==> src/rtl/id_stage.sv <==
// Instruction decode stage: 15-entry register file with write-through, opcode decode,
// condition evaluation and load-use/RAW hazard detection. All outputs are combinational.
module id_stage (
   input  logic        clk,
   input  logic        reset,
   input  logic [31:0] instr,
   input  logic [31:0] pc_in,
   input  logic [3:0]  sr,
   input  logic        wb_en,
   input  logic [3:0]  wb_dest,
   input  logic [31:0] wb_value,
   input  logic        exe_wb_en,
   input  logic [3:0]  exe_dest,
   input  logic        mem_wb_en,
   input  logic [3:0]  mem_dest,
   input  logic        flush,
   output logic        wb_en_out,
   output logic        mem_r_en,
   output logic        mem_w_en,
   output logic        b,
   output logic        s,
   output logic        imm,
   output logic [3:0]  exe_cmd,
   output logic [31:0] pc_out,
   output logic [31:0] val_rn,
   output logic [31:0] val_rm,
   output logic [11:0] shift_operand,
   output logic [23:0] signed_imm_24,
   output logic [3:0]  dest,
   output logic        c_out,
   output logic        hazard
);

   localparam int unsigned NUM_REGS = 15;
   localparam int unsigned DW       = 32;
   localparam int unsigned AW       = 4;
   localparam logic [AW-1:0] PC_ADDR = AW'(15);

   logic [DW-1:0] rf_q [NUM_REGS];
   logic [DW-1:0] rf_d [NUM_REGS];

   logic [3:0]    cond, opcode;
   logic [1:0]    mode;
   logic          i_bit, s_bit;
   logic [AW-1:0] rn_addr, rm_addr;
   logic          wb_live;

   assign cond    = instr[31:28];
   assign mode    = instr[27:26];
   assign i_bit   = instr[25];
   assign opcode  = instr[24:21];
   assign s_bit   = instr[20];
   assign wb_live = wb_en && reset && (wb_dest != PC_ADDR);

   // Register file update; index 15 is the PC and never stored
   always_comb begin
      rf_d = rf_q;
      if (wb_live) rf_d[wb_dest] = wb_value;
   end

   always_ff @(posedge clk or negedge reset) begin
      if (!reset) begin
         for (int unsigned i = 0; i < NUM_REGS; i++) rf_q[i] <= '0;
      end else begin
         rf_q <= rf_d;
      end
   end

   // Decoded controls before squashing
   logic       dec_wb, dec_mr, dec_mw, dec_b, dec_s, is_str;
   logic [3:0] dec_cmd;

   always_comb begin
      dec_wb  = 1'b0;
      dec_mr  = 1'b0;
      dec_mw  = 1'b0;
      dec_b   = 1'b0;
      dec_s   = 1'b0;
      dec_cmd = 4'b0000;
      is_str  = 1'b0;
      unique case (mode)
         2'b00: begin
            dec_wb = 1'b1;
            dec_s  = s_bit;
            case (opcode)
               4'b1101: dec_cmd = 4'b0001;
               4'b1111: dec_cmd = 4'b1001;
               4'b0100: dec_cmd = 4'b0010;
               4'b0101: dec_cmd = 4'b0011;
               4'b0010: dec_cmd = 4'b0100;
               4'b0110: dec_cmd = 4'b0101;
               4'b0000: dec_cmd = 4'b0110;
               4'b1100: dec_cmd = 4'b0111;
               4'b0001: dec_cmd = 4'b1000;
               4'b1010: begin dec_cmd = 4'b0100; dec_wb = 1'b0; dec_s = 1'b1; end
               4'b1000: begin dec_cmd = 4'b0110; dec_wb = 1'b0; dec_s = 1'b1; end
               default: begin dec_wb = 1'b0; dec_s = 1'b0; end
            endcase
         end
         2'b01: begin
            dec_cmd = 4'b0010;
            dec_mr  = s_bit;
            dec_wb  = s_bit;
            dec_mw  = !s_bit;
            is_str  = !s_bit;
         end
         2'b10:   dec_b = 1'b1;
         default: ;
      endcase
   end

   assign rn_addr = instr[19:16];
   assign rm_addr = is_str ? instr[15:12] : instr[3:0];

   // Read ports: PC at address 15, same-cycle write-through otherwise
   always_comb begin
      if (rn_addr == PC_ADDR)                    val_rn = pc_in;
      else if (wb_live && (wb_dest == rn_addr))  val_rn = wb_value;
      else                                       val_rn = rf_q[rn_addr];
      if (rm_addr == PC_ADDR)                    val_rm = pc_in;
      else if (wb_live && (wb_dest == rm_addr))  val_rm = wb_value;
      else                                       val_rm = rf_q[rm_addr];
   end

   logic flag_n, flag_z, flag_c, flag_v, cond_ok;
   assign {flag_n, flag_z, flag_c, flag_v} = sr;

   always_comb begin
      cond_ok = 1'b0;
      case (cond)
         4'b0000: cond_ok = flag_z;
         4'b0001: cond_ok = !flag_z;
         4'b0010: cond_ok = flag_c;
         4'b0011: cond_ok = !flag_c;
         4'b0100: cond_ok = flag_n;
         4'b0101: cond_ok = !flag_n;
         4'b0110: cond_ok = flag_v;
         4'b0111: cond_ok = !flag_v;
         4'b1000: cond_ok = flag_c && !flag_z;
         4'b1001: cond_ok = !flag_c || flag_z;
         4'b1010: cond_ok = (flag_n == flag_v);
         4'b1011: cond_ok = (flag_n != flag_v);
         4'b1100: cond_ok = !flag_z && (flag_n == flag_v);
         4'b1101: cond_ok = flag_z || (flag_n != flag_v);
         4'b1110: cond_ok = 1'b1;
         default: cond_ok = 1'b0;
      endcase
   end

   // RAW hazard against in-flight destinations; write-through does not clear it
   logic src1_used, src2_used, raw_haz, bubble;
   assign src1_used = !((mode == 2'b10) ||
                        ((mode == 2'b00) && ((opcode == 4'b1101) || (opcode == 4'b1111))));
   assign src2_used = ((mode == 2'b00) && !i_bit) || is_str;
   assign raw_haz   = (src1_used && ((exe_wb_en && (rn_addr == exe_dest)) ||
                                     (mem_wb_en && (rn_addr == mem_dest)))) ||
                      (src2_used && ((exe_wb_en && (rm_addr == exe_dest)) ||
                                     (mem_wb_en && (rm_addr == mem_dest))));
   assign hazard    = raw_haz && !flush;
   assign bubble    = !cond_ok || raw_haz || flush;

   assign wb_en_out     = dec_wb && !bubble;
   assign mem_r_en      = dec_mr && !bubble;
   assign mem_w_en      = dec_mw && !bubble;
   assign b             = dec_b  && !bubble;
   assign s             = dec_s  && !bubble;
   assign exe_cmd       = bubble ? 4'b0000 : dec_cmd;
   assign imm           = i_bit;
   assign pc_out        = pc_in;
   assign shift_operand = instr[11:0];
   assign signed_imm_24 = instr[23:0];
   assign dest          = instr[15:12];
   assign c_out         = flag_c;

endmodule

==> config.mk <==
export PLATFORM = sky130hd
export DESIGN_NAME = id_stage
export DESIGN_NICKNAME = d
export VERILOG_FILES = /design/src/rtl/id_stage.sv
export SDC_FILE = /design/constraint.sdc
export NUM_CORES = 1
export LEC_CHECK = 0
export CAP_MARGIN = 0
export CORE_MARGIN = 2
export CORE_UTILIZATION = 45
export CTS_CLUSTER_DIAMETER = 100
export DETAILED_ROUTE_END_ITERATION = 10
export PLACE_DENSITY = 0.73
export RECOVER_POWER = 100
export SYNTH_ARGS = -nofsm -noshare
export SYNTH_HDL_FRONTEND = slang
export SYNTH_SLANG_ARGS = --single-unit
==> constraint.sdc <==
create_clock -name clk -period 3.64 [get_ports clk]
set_input_delay 0.728 -clock clk [delete_from_list [all_inputs] [get_ports clk]]
set_output_delay 0.728 -clock clk [all_outputs]
set_load 0.02 [all_outputs]
[Word-level counts from Yosys, hierarchy flattened]
Index checks and enable logic that the tools add are counted.
Word-level totals
  register bits: 480
  input bits: 118
  output and inout port bits: 148
  logic and storage cells: 132
Operators by class
  order comparisons: 4
  equality and inequality tests: 37
  multiplexer cells: 25
  bitwise operators: 3
  reductions and logical operators: 48
Operators by type and width (number)
  480-bit bitwise mux: 1
  32-bit 2-to-1 mux: 9
  32-bit binary-select mux with 4-bit select: 2
  32-bit demux with 4-bit select: 1
  4-bit == test (second input constant): 14
  4-bit one-hot mux with 9 select lines: 1
  4-bit by 3-bit == test with 1-bit output (second input constant): 7
  4-bit == test: 6
  1-bit logical AND: 21
  5-bit >= comparator (second input constant): 3
  4-bit NOT with 5-bit output: 3
  1-bit one-hot mux with 15 select lines: 1
  4-bit by 2-bit == test with 1-bit output (second input constant): 3
  1-bit zero test: 10
  1-bit logical OR: 10
  9-bit OR reduction: 1
  4-bit by 1-bit == test with 1-bit output (second input constant): 2
  4-bit zero test: 2
  4-bit 2-to-1 mux: 2
  4-bit one-hot mux with 2 select lines: 1
  2-bit OR reduction: 3
  5-bit by 1-bit less-than comparator with 1-bit output (second input constant): 1
  1-bit 2-to-1 mux: 5
  4-bit != test (second input constant): 1
  6 further kinds: 7

[Depth between registers and ports, before layout]
Gate-level depths: netlist (run 1).
  depth after elaboration: 12
  mapped depth: 12

[Worst setup path after synthesis (run 1)]
No wires, ideal clock.
  path type: input to output
  start point: in instr[16]
  end point: out val_rn[24]
  arrival time: 3.164 ns
  path slack: -0.252 ns
  stages: 7
  path buffers: 3
  cells stage by stage: clkbuf_1 buf_2 buf_1 mux4_2 mux4_2 nor2b_1 a221o_1
On the way
  longest elaborated chain between the ends: 6
Ends and longest elaborated chain
  from (decl): line 6  | input logic [31:0] instr,
  4-bit NOT with 5-bit output (not written as such): line 119  | else val_rn = rf_q[rn_addr];
  32-bit binary-select mux with 4-bit select: line 119
  32-bit 2-to-1 mux (not written as such) (2 in a row): line 119
  32-bit 2-to-1 mux: line 118  | else if (wb_live && (wb_dest == rn_addr)) val_rn = wb_value;
  32-bit 2-to-1 mux (*): line 117  | if (rn_addr == PC_ADDR) val_rn = pc_in;
  to (decl): line 25  | output logic [31:0] val_rn,
Mark *: on every way between the ends. The rest lies on a longest branch, timed or not. The select of a mux whose other input is x is not followed.

[Final worst setup path (run 1)]
  start point: in instr[20]
  end point: out val_rm[28]
On the way
  longest elaborated chain between the ends: 9
Ends and longest elaborated chain
  1-bit zero test (*): line 105  | is_str = !s_bit;
  1-bit 2-to-1 mux (*): line 81  | unique case (mode)
  4-bit 2-to-1 mux (*): line 113  | assign rm_addr = is_str ? instr[15:12] : instr[3:0];
  4-bit NOT with 5-bit output (not written as such): line 122  | else val_rm = rf_q[rm_addr];
  32-bit binary-select mux with 4-bit select: line 122
  32-bit 2-to-1 mux (not written as such) (2 in a row): line 122
  32-bit 2-to-1 mux: line 121  | else if (wb_live && (wb_dest == rm_addr)) val_rm = wb_value;
  32-bit 2-to-1 mux (*): line 120  | if (rm_addr == PC_ADDR) val_rm = pc_in;
  to (decl): line 26  | output logic [31:0] val_rm,
Marks and branches as above.

==> results of run 1 <==
how the worst max path moves through the flow:
stage / startpoint / endpoint / slack, ns / cells past startpoint
floorplan: instr[27] / wb_en_out / -0.19 / 10
global placement: instr[26] / val_rm[14] / -1.49 / 11
detailed placement: instr[26] / val_rm[14] / -1.54 / 11
CTS: instr[20] / val_rm[20] / -0.44 / 13
global route: instr[20] / val_rm[28] / -0.48 / 13
finish: instr[20] / val_rm[28] / -0.40 / 13
critical path, stage by stage:
cell     delay, ns
buf_6         0.09
or3b_4        0.44
buf_6         0.15
buf_12        0.12
mux2_4        0.35
buf_12        0.15
buf_6         0.11
buf_4         0.13
a221o_1       0.27
o21a_1        0.19
nor4_2        0.30
o21ai_1       0.10
buf_4         0.16
what timing repair did:
action                     in CTS  in global routing
gates cloned                    7                  4
gates resized for setup       459                136
pin swaps                      77                 51
setup endpoints to repair      74                 65
setup buffers                  53                 38
power breakdown:
group	internal [mW]	leakage [nW]	switching (mW)
clock network	3.48	0.930	2.38
logic	2.87	9.34	2.23
registers	6.38	6.14	0.961
total	12.7	16.4	5.57
cells in the final DEF, fill, tap and decap left out, types with 18 or more instances in the layout:
| master | Yosys | final |
|---|---|---|
| dfrtp_1 | 480 | 480 |
| mux2_2 | 454 | 449 |
| buf_4 | 74 | 241 |
| nand2_1 | 206 | 189 |
| mux4_2 | 189 | 189 |
| mux2i_1 | 139 | 131 |
| clkdlybuf4s50_1 | 0 | 89 |
| a21oi_1 | 101 | 87 |
| buf_12 | 0 | 80 |
| o21ai_0 | 75 | 68 |
| buf_6 | 6 | 64 |
| a221o_1 | 58 | 58 |
| dlygate4sd3_1 | 0 | 58 |
| clkbuf_16 | 0 | 57 |
| nor2_1 | 48 | 46 |
| nor2b_1 | 41 | 34 |
| mux2_1 | 28 | 31 |
| buf_2 | 29 | 31 |
| clkbuf_1 | 153 | 29 |
| o22ai_1 | 32 | 26 |
| clkbuf_2 | 0 | 24 |
| o21a_1 | 25 | 23 |
| nor4_4 | 0 | 21 |
| o21ai_1 | 31 | 19 |
| o21ai_2 | 0 | 18 |
area by class of cell:
class,instances,area [um2]
fill,4768,25400
multi-input combinational,1581,16500
sequential,480,12000
timing repair buffer,638,6500
clock buffer,73,1500
tap,846,1060
clock inverter,26,402
inverter,3,11.3
per-layer routing:
layer / track usage / share of wire / wire, um / vias to the layer above
met5: 0 / 0.00026 / 27 / -
li1: - / - / - / 9632
met1: 0.388 / 0.38 / 39200 / 12200
met3: 0.0794 / 0.10 / 10600 / 334
met4: 0.148 / 0.050 / 5180 / 4
met2: 0.485 / 0.47 / 48200 / 1456
cells in the mapped netlist (6+ instances only):
| master | n |
|---|---|
| o22ai_1 | 32 |
| a21oi_1 | 101 |
| mux2i_1 | 139 |
| buf_1 | 39 |
| nor2_1 | 48 |
| buf_4 | 74 |
| buf_2 | 29 |
| xnor2_1 | 18 |
| mux2_1 | 28 |
| nor2b_1 | 41 |
| nand3_1 | 11 |
| o21ai_0 | 75 |
| mux2_2 | 454 |
| a21o_1 | 6 |
| buf_6 | 6 |
| nor3_1 | 12 |
| o211ai_1 | 6 |
| o21a_1 | 25 |
| nor4_1 | 34 |
| and3_1 | 8 |
| o21ai_1 | 31 |
| a211oi_1 | 7 |
| clkbuf_1 | 153 |
| nand2_1 | 206 |
| a221o_1 | 58 |
| mux4_2 | 189 |
| xor2_1 | 9 |
| dfrtp_1 | 480 |
kinds of logic after synthesis:
| logic type | share of synthesized area |
|---|---|
| DFF | 0.416 |
| and+or+nand+nor | 0.0607 |
| AOI/OAI and AO/OA | 0.0798 |
| muxes | 0.384 |
| xor gates and xnor gates | 0.00818 |
| buffers and inverters | 0.0519 |
==> run_summary.xml, run 1 <==
<?xml version="1.0" encoding="UTF-8"?>
<metrics>
  <group name="status">
    <metric name="status" unit="">finished with violations</metric>
    <metric name="violations" unit="">max-capacitance violations, max-slew violations, negative setup slack</metric>
  </group>
  <group name="synth">
    <metric name="avgSynthCellArea" unit="um2">12.2</metric>
    <metric name="ys_async_sr_fraction" unit="">1.00</metric>
    <metric name="syn_nets" unit="">2482</metric>
    <metric name="synth_edf_count" unit="">0</metric>
    <metric name="yosysWarnings" unit="">0</metric>
    <metric name="netlist_area" unit="um2">28900</metric>
    <metric name="count_of_cell_types_in_the_netlist" unit="">52</metric>
    <metric name="synth_sequential_area_ratio" unit="">0.416</metric>
    <metric name="yosysTopAreaCell" unit="">dfrtp_1</metric>
    <metric name="yosysTopAreaCellShare" unit="">0.416</metric>
    <metric name="ys_dominant_reg_cell" unit="">dfrtp_1</metric>
    <metric name="synth_top_cells_by_area" unit="">dfrtp_1 42%, mux2_2 18%, mux4_2 15%, mux2i_1 4.8%, nand2_1 2.7%</metric>
    <metric name="ys_seq_elements" unit="">480</metric>
    <metric name="post_synth_inst_count" unit="">2364</metric>
  </group>
  <group name="cts">
    <metric name="tritoncts" unit="">built</metric>
    <metric name="ctsLongestPathBuffers" unit="">3</metric>
    <metric name="cts_htree_levels" unit="">2</metric>
    <metric name="cts.hold.buffers_added" unit="">0</metric>
    <metric name="worst_setup_hold_path_clk_slew" unit="ns">0.06</metric>
    <metric name="cts_made_buffers" unit="">53</metric>
    <metric name="cts.root.buffer_cell" unit="">clkbuf_16</metric>
    <metric name="number_of_clock_sinks_seen_by_cts" unit="">480</metric>
    <metric name="clock_latency" unit="ns">0.64</metric>
  </group>
  <group name="placed_design">
    <metric name="dp_hpwl" unit="um">65200</metric>
    <metric name="place_area" unit="um2">34400</metric>
    <metric name="count_of_buffers_inserted_at_the_top_level_ports" unit="">241</metric>
    <metric name="preCtsSetupSlack" unit="ns">-1.54</metric>
    <metric name="place.gp.congestion" unit="">0.929</metric>
    <metric name="numPlacedInstances" unit="">3461</metric>
  </group>
  <group name="drt">
    <metric name="num_vias" unit="">23600</metric>
    <metric name="drt-total-wl" unit="um">103000</metric>
    <metric name="wl_per_cell" unit="um">28.3</metric>
    <metric name="vias_per_cell" unit="">6.47</metric>
    <metric name="drtAntennaViolNets" unit="">0</metric>
    <metric name="dr.pass1.iters" unit="">5</metric>
    <metric name="drt-initial-drc-count" unit="">2719</metric>
    <metric name="drt_drc_violations_left" unit="">0</metric>
  </group>
  <group name="timing">
    <metric name="timing.setup.tns" unit="ns">-11.93</metric>
    <metric name="timing.final.crit_share" unit="">1.11</metric>
    <metric name="final_period_minus_worst_setup_slack" unit="ns">4.04</metric>
    <metric name="fmax" unit="MHz">247</metric>
    <metric name="slew_headroom" unit="">-0.365</metric>
    <metric name="timing_max_transition_violations_final" unit="">228</metric>
    <metric name="worstMarginPinSlew" unit="ns">2.05</metric>
    <metric name="final_setup_skew" unit="ns">0</metric>
    <metric name="worst_slack" unit="ns">-0.401</metric>
    <metric name="rsz0062_at_grt" unit="">yes</metric>
    <metric name="hold_violations" unit="">0</metric>
    <metric name="whs" unit="ns">0.525</metric>
    <metric name="setup_viol_count_final" unit="">63</metric>
  </group>
  <group name="global_route">
    <metric name="first_global_vias" unit="">24500</metric>
    <metric name="grt_max_degree" unit="">174</metric>
    <metric name="grt_overflow" unit="">0</metric>
    <metric name="first_pass_grt_wire_length" unit="um">154000</metric>
    <metric name="antenna_found_initial" unit="">2</metric>
    <metric name="total_global_routing_track_utilization" unit="">0.305</metric>
  </group>
  <group name="die">
    <metric name="fp.dieW" unit="um">257</metric>
    <metric name="core_area" unit="um2">63300</metric>
    <metric name="die-height" unit="um">257</metric>
    <metric name="die_area" unit="um2">66300</metric>
    <metric name="start_util" unit="">0.456</metric>
    <metric name="io_pins" unit="">266</metric>
    <metric name="placement_rows" unit="">92</metric>
  </group>
  <group name="final_layout">
    <metric name="stdcell_area" unit="um2">37900</metric>
    <metric name="layout.cells.non_filler" unit="">3647</metric>
    <metric name="area_delta_synth_final" unit="%">31.3</metric>
    <metric name="drive_above_1_share" unit="">0.477</metric>
    <metric name="max_flop_register" unit="">rf_q</metric>
    <metric name="utilization" unit="">0.599</metric>
    <metric name="num-nets-final" unit="">2875</metric>
    <metric name="biggestRegsByFlops" unit="">rf_q x480</metric>
    <metric name="n_antenna_cell" unit="">0</metric>
    <metric name="largest_register_ffs" unit="">480</metric>
  </group>
  <group name="worst_hold_path">
    <metric name="worst_hold_path.endpoint" unit="">rf_q[217]$_DFFE_PN0P_</metric>
    <metric name="hp-class" unit="">reg2reg</metric>
    <metric name="min_from" unit="">rf_q[217]$_DFFE_PN0P_</metric>
    <metric name="worst_hold_path.num_cells" unit="">1</metric>
  </group>
  <group name="worst_setup_path">
    <metric name="r2r-start" unit="">rf_q[329]$_DFFE_PN0P_</metric>
    <metric name="setup.worst_path.start_class" unit="">input pin</metric>
    <metric name="reg2reg_setup_slack" unit="ns">2.79</metric>
    <metric name="critical_path.max_fanout" unit="">4</metric>
    <metric name="worst_path_required" unit="ns">2.91</metric>
    <metric name="worstSetupEndpointType" unit="">primary output</metric>
    <metric name="path_class" unit="">in2out</metric>
    <metric name="critical_path.reg2reg.endpoint" unit="">rf_q[329]$_DFFE_PN0P_</metric>
    <metric name="reg2reg_depth" unit="">1</metric>
    <metric name="worst-endpoint-arrival" unit="ns">3.31</metric>
  </group>
  <group name="power_and_ir_drop">
    <metric name="power_per_cell_area" unit="nW/um2">482</metric>
    <metric name="power_leakage" unit="nW">16.4</metric>
    <metric name="p_total" unit="mW">18.3</metric>
    <metric name="vdd_ir_drop_max" unit="mV">0.417</metric>
  </group>
  <group name="run">
    <metric name="maxCapViolations" unit="">4</metric>
  </group>
</metrics>
No activity file was read; power rests on OpenSTA's default activity.
==> inputs of run 2 (changes only) <==
--- a/config.mk
+++ b/config.mk
@@ -12,6 +12,7 @@
 export DETAILED_ROUTE_END_ITERATION = 10
 export PLACE_DENSITY = 0.73
 export RECOVER_POWER = 100
+export SETUP_SLACK_MARGIN = 0.4
 export SYNTH_ARGS = -nofsm -noshare
 export SYNTH_HDL_FRONTEND = slang
 export SYNTH_SLANG_ARGS = --single-unit
==> constraint.sdc (replaced) <==
create_clock -name clk -period 3.44 [get_ports clk]
set_input_delay 0.688 -clock clk [delete_from_list [all_inputs] [get_ports clk]]
set_output_delay 0.688 -clock clk [all_outputs]
set_load 0.02 [all_outputs]
==> run 2 against run 1 <==
The flow still finishes with violations (max-capacitance violations, max-slew violations, negative setup slack); power increased by 5.6%; clock-buffer cell count grew 7; non-clock buffer count increased by 38; hold slack hardly changed; utilization is 2.2 points higher; via count is 1.4% higher; critical path type unchanged; highest routed layer is now met4.
==> run_summary.xml, run 2 (synthesized netlist as in run 1, its figures left out) <==
<?xml version="1.0" encoding="UTF-8"?>
<metrics>
  <group name="worst_setup_path">
    <metric name="setup.worst_path.start_class" unit="">input pin</metric>
    <metric name="worstSetupEndpointType" unit="">primary output</metric>
    <metric name="worst_path_largest_cell_delay" unit="ns">0.43</metric>
    <metric name="worst-endpoint-arrival" unit="ns">3.22</metric>
    <metric name="path_class" unit="">in2out</metric>
    <metric name="worst_path_max_delay_cell" unit="">or3b_4</metric>
    <metric name="path_delay_family" unit="">buffers and inverters</metric>
    <metric name="critical_path.max_fanout" unit="">7</metric>
    <metric name="cp_num_buf_inv" unit="">6</metric>
    <metric name="worstPathCellList" unit="">buf_6, or3b_4, buf_6, buf_12, mux2_4, buf_4, buf_4, a221o_1, o21a_1, nor4_4, o21ai_2, buf_2</metric>
    <metric name="worst_path_required" unit="ns">2.75</metric>
  </group>
  <group name="final_layout">
    <metric name="drive_above_1_share" unit="">0.508</metric>
    <metric name="num-nets-final" unit="">2914</metric>
    <metric name="n_antenna_cell" unit="">0</metric>
    <metric name="mostFrequentLayoutCells" unit="">480 x dfrtp_1, 451 x mux2_2, 218 x buf_4</metric>
    <metric name="commonest_non_fill_non_tap_cell_in_the_layout" unit="">dfrtp_1</metric>
    <metric name="area_of_combinational_cells_with_multiple_inputs" unit="um2">17000</metric>
    <metric name="biggestRegsByFlops" unit="">rf_q x480</metric>
    <metric name="seq_area" unit="um2">12000</metric>
    <metric name="utilization" unit="">0.621</metric>
    <metric name="area_delta_synth_final" unit="%">36.0</metric>
    <metric name="largest_register_ffs" unit="">480</metric>
    <metric name="max_flop_register" unit="">rf_q</metric>
    <metric name="stdcell_area" unit="um2">39300</metric>
    <metric name="fillerInstances" unit="">4538</metric>
  </group>
  <group name="timing">
    <metric name="final_setup_skew" unit="ns">0</metric>
    <metric name="setup_viol_count_final" unit="">117</metric>
    <metric name="fmax" unit="MHz">256</metric>
    <metric name="timing.setup.tns" unit="ns">-20.90</metric>
    <metric name="rsz0062_at_grt" unit="">yes</metric>
    <metric name="timing.final.crit_share" unit="">1.14</metric>
    <metric name="timing_max_transition_violations_final" unit="">146</metric>
    <metric name="worst_slack" unit="ns">-0.466</metric>
    <metric name="worstMarginPinSlew" unit="ns">1.94</metric>
    <metric name="hold_violations" unit="">0</metric>
    <metric name="slew_headroom" unit="">-0.295</metric>
    <metric name="whs" unit="ns">0.525</metric>
    <metric name="final_period_minus_worst_setup_slack" unit="ns">3.91</metric>
  </group>
  <group name="global_route">
    <metric name="antenna_found_initial" unit="">0</metric>
    <metric name="grt_overflow" unit="">0</metric>
    <metric name="total_global_routing_track_utilization" unit="">0.303</metric>
    <metric name="grt_max_degree" unit="">153</metric>
    <metric name="first_pass_grt_wire_length" unit="um">153000</metric>
    <metric name="first_global_vias" unit="">24500</metric>
  </group>
  <group name="cts">
    <metric name="cts.root.buffer_cell" unit="">clkbuf_16</metric>
    <metric name="clock_latency" unit="ns">0.61</metric>
    <metric name="cts.hold.buffers_added" unit="">0</metric>
    <metric name="number_of_clock_sinks_seen_by_cts" unit="">480</metric>
    <metric name="cts_htree_levels" unit="">2</metric>
    <metric name="worst_setup_hold_path_clk_slew" unit="ns">0.06</metric>
    <metric name="cts_made_buffers" unit="">53</metric>
    <metric name="ctsLongestPathBuffers" unit="">3</metric>
    <metric name="tritoncts" unit="">built</metric>
  </group>
  <group name="status">
    <metric name="status" unit="">finished with violations</metric>
    <metric name="violations" unit="">max-capacitance violations, max-slew violations, negative setup slack</metric>
  </group>
  <group name="die">
    <metric name="start_util" unit="">0.456</metric>
    <metric name="io_pins" unit="">266</metric>
    <metric name="fp.dieW" unit="um">257</metric>
    <metric name="die_area" unit="um2">66300</metric>
    <metric name="placement_rows" unit="">92</metric>
    <metric name="die-height" unit="um">257</metric>
    <metric name="core_area" unit="um2">63300</metric>
  </group>
  <group name="drt">
    <metric name="drtAntennaViolNets" unit="">0</metric>
    <metric name="vias_per_cell" unit="">6.50</metric>
    <metric name="num_vias" unit="">24000</metric>
    <metric name="drt_drc_violations_left" unit="">0</metric>
    <metric name="dr.pass1.iters" unit="">5</metric>
    <metric name="drt-initial-drc-count" unit="">2707</metric>
    <metric name="wl_per_cell" unit="um">28.4</metric>
    <metric name="drt-total-wl" unit="um">105000</metric>
  </group>
  <group name="placed_design">
    <metric name="place.gp.congestion" unit="">0.877</metric>
    <metric name="dp_hpwl" unit="um">62200</metric>
    <metric name="count_of_buffers_inserted_at_the_top_level_ports" unit="">241</metric>
    <metric name="place_area" unit="um2">34300</metric>
  </group>
  <group name="power_and_ir_drop">
    <metric name="vdd_ir_drop_max" unit="mV">0.452</metric>
    <metric name="p_total" unit="mW">19.3</metric>
    <metric name="power_leakage" unit="nW">16.9</metric>
    <metric name="power_per_cell_area" unit="nW/um2">492</metric>
  </group>
  <group name="run">
    <metric name="maxCapViolations" unit="">6</metric>
  </group>
  <group name="worst_hold_path">
    <metric name="hp-class" unit="">reg2reg</metric>
  </group>
</metrics>
run 2: path summary, 6_finish.rpt:
check	start	to	slack, ns	cells after the start
max reg2reg	rf_q[202]$_DFFE_PN0P_	rf_q[202]$_DFFE_PN0P_	2.51	2
max	instr[27]	val_rm[28]	-0.47	12
max in group asynchronous	reset	rf_q[45]$_DFFE_PN0P_	-0.03	4
min in group asynchronous	reset	rf_q[188]$_DFFE_PN0P_	0.81	2
min reg2reg	rf_q[218]$_DFFE_PN0P_	rf_q[218]$_DFFE_PN0P_	0.52	1
min	rf_q[218]$_DFFE_PN0P_	rf_q[218]$_DFFE_PN0P_	0.52	1
run 2: per-stage QoR:
stage,setup slack (ns),cells
after floorplan,-0.0663,2364
after global placement,-1.35,3406
after detailed placement,-1.37,3406
after CTS,-0.437,3620
after global routing,-0.519,3683
final,-0.466,3683
run 2: cell type report:
cell class                      count  area share
Clock buffer                       80      0.0394
Clock inverter                     16     0.00468
Inverter                            3    0.000286
Multi-Input combinational cell   1582       0.432
Sequential cell                   480       0.306
Tap cell                          846      0.0269
Timing Repair Buffer              676       0.191
run 2: timing repair:
| action | CTS | global route |
|---|---|---|
| setup endpoints to repair | 74 | 157 |
| pin swaps | 59 | 63 |
| setup buffers | 99 | 54 |
| gates cloned | 19 | 9 |
| gates resized for setup | 603 | 212 |
run 2: routing by layer:
metal  wire (um)  global-route usage  share of wire  vias to the layer above
met2       49700               0.483           0.48                     1616
met1       38600               0.386           0.37                    12200
met4        5810               0.158          0.056                        0
met5           0                   0              0                        -
met3       10500              0.0694           0.10                      399
li1            -                   -              -                     9708
run 2: report_power, final:
group,total [mW],switching [mW],internal (mW)
logic,5.86,2.49,3.37
registers,7.77,1.01,6.75
clock network,5.69,2.43,3.26
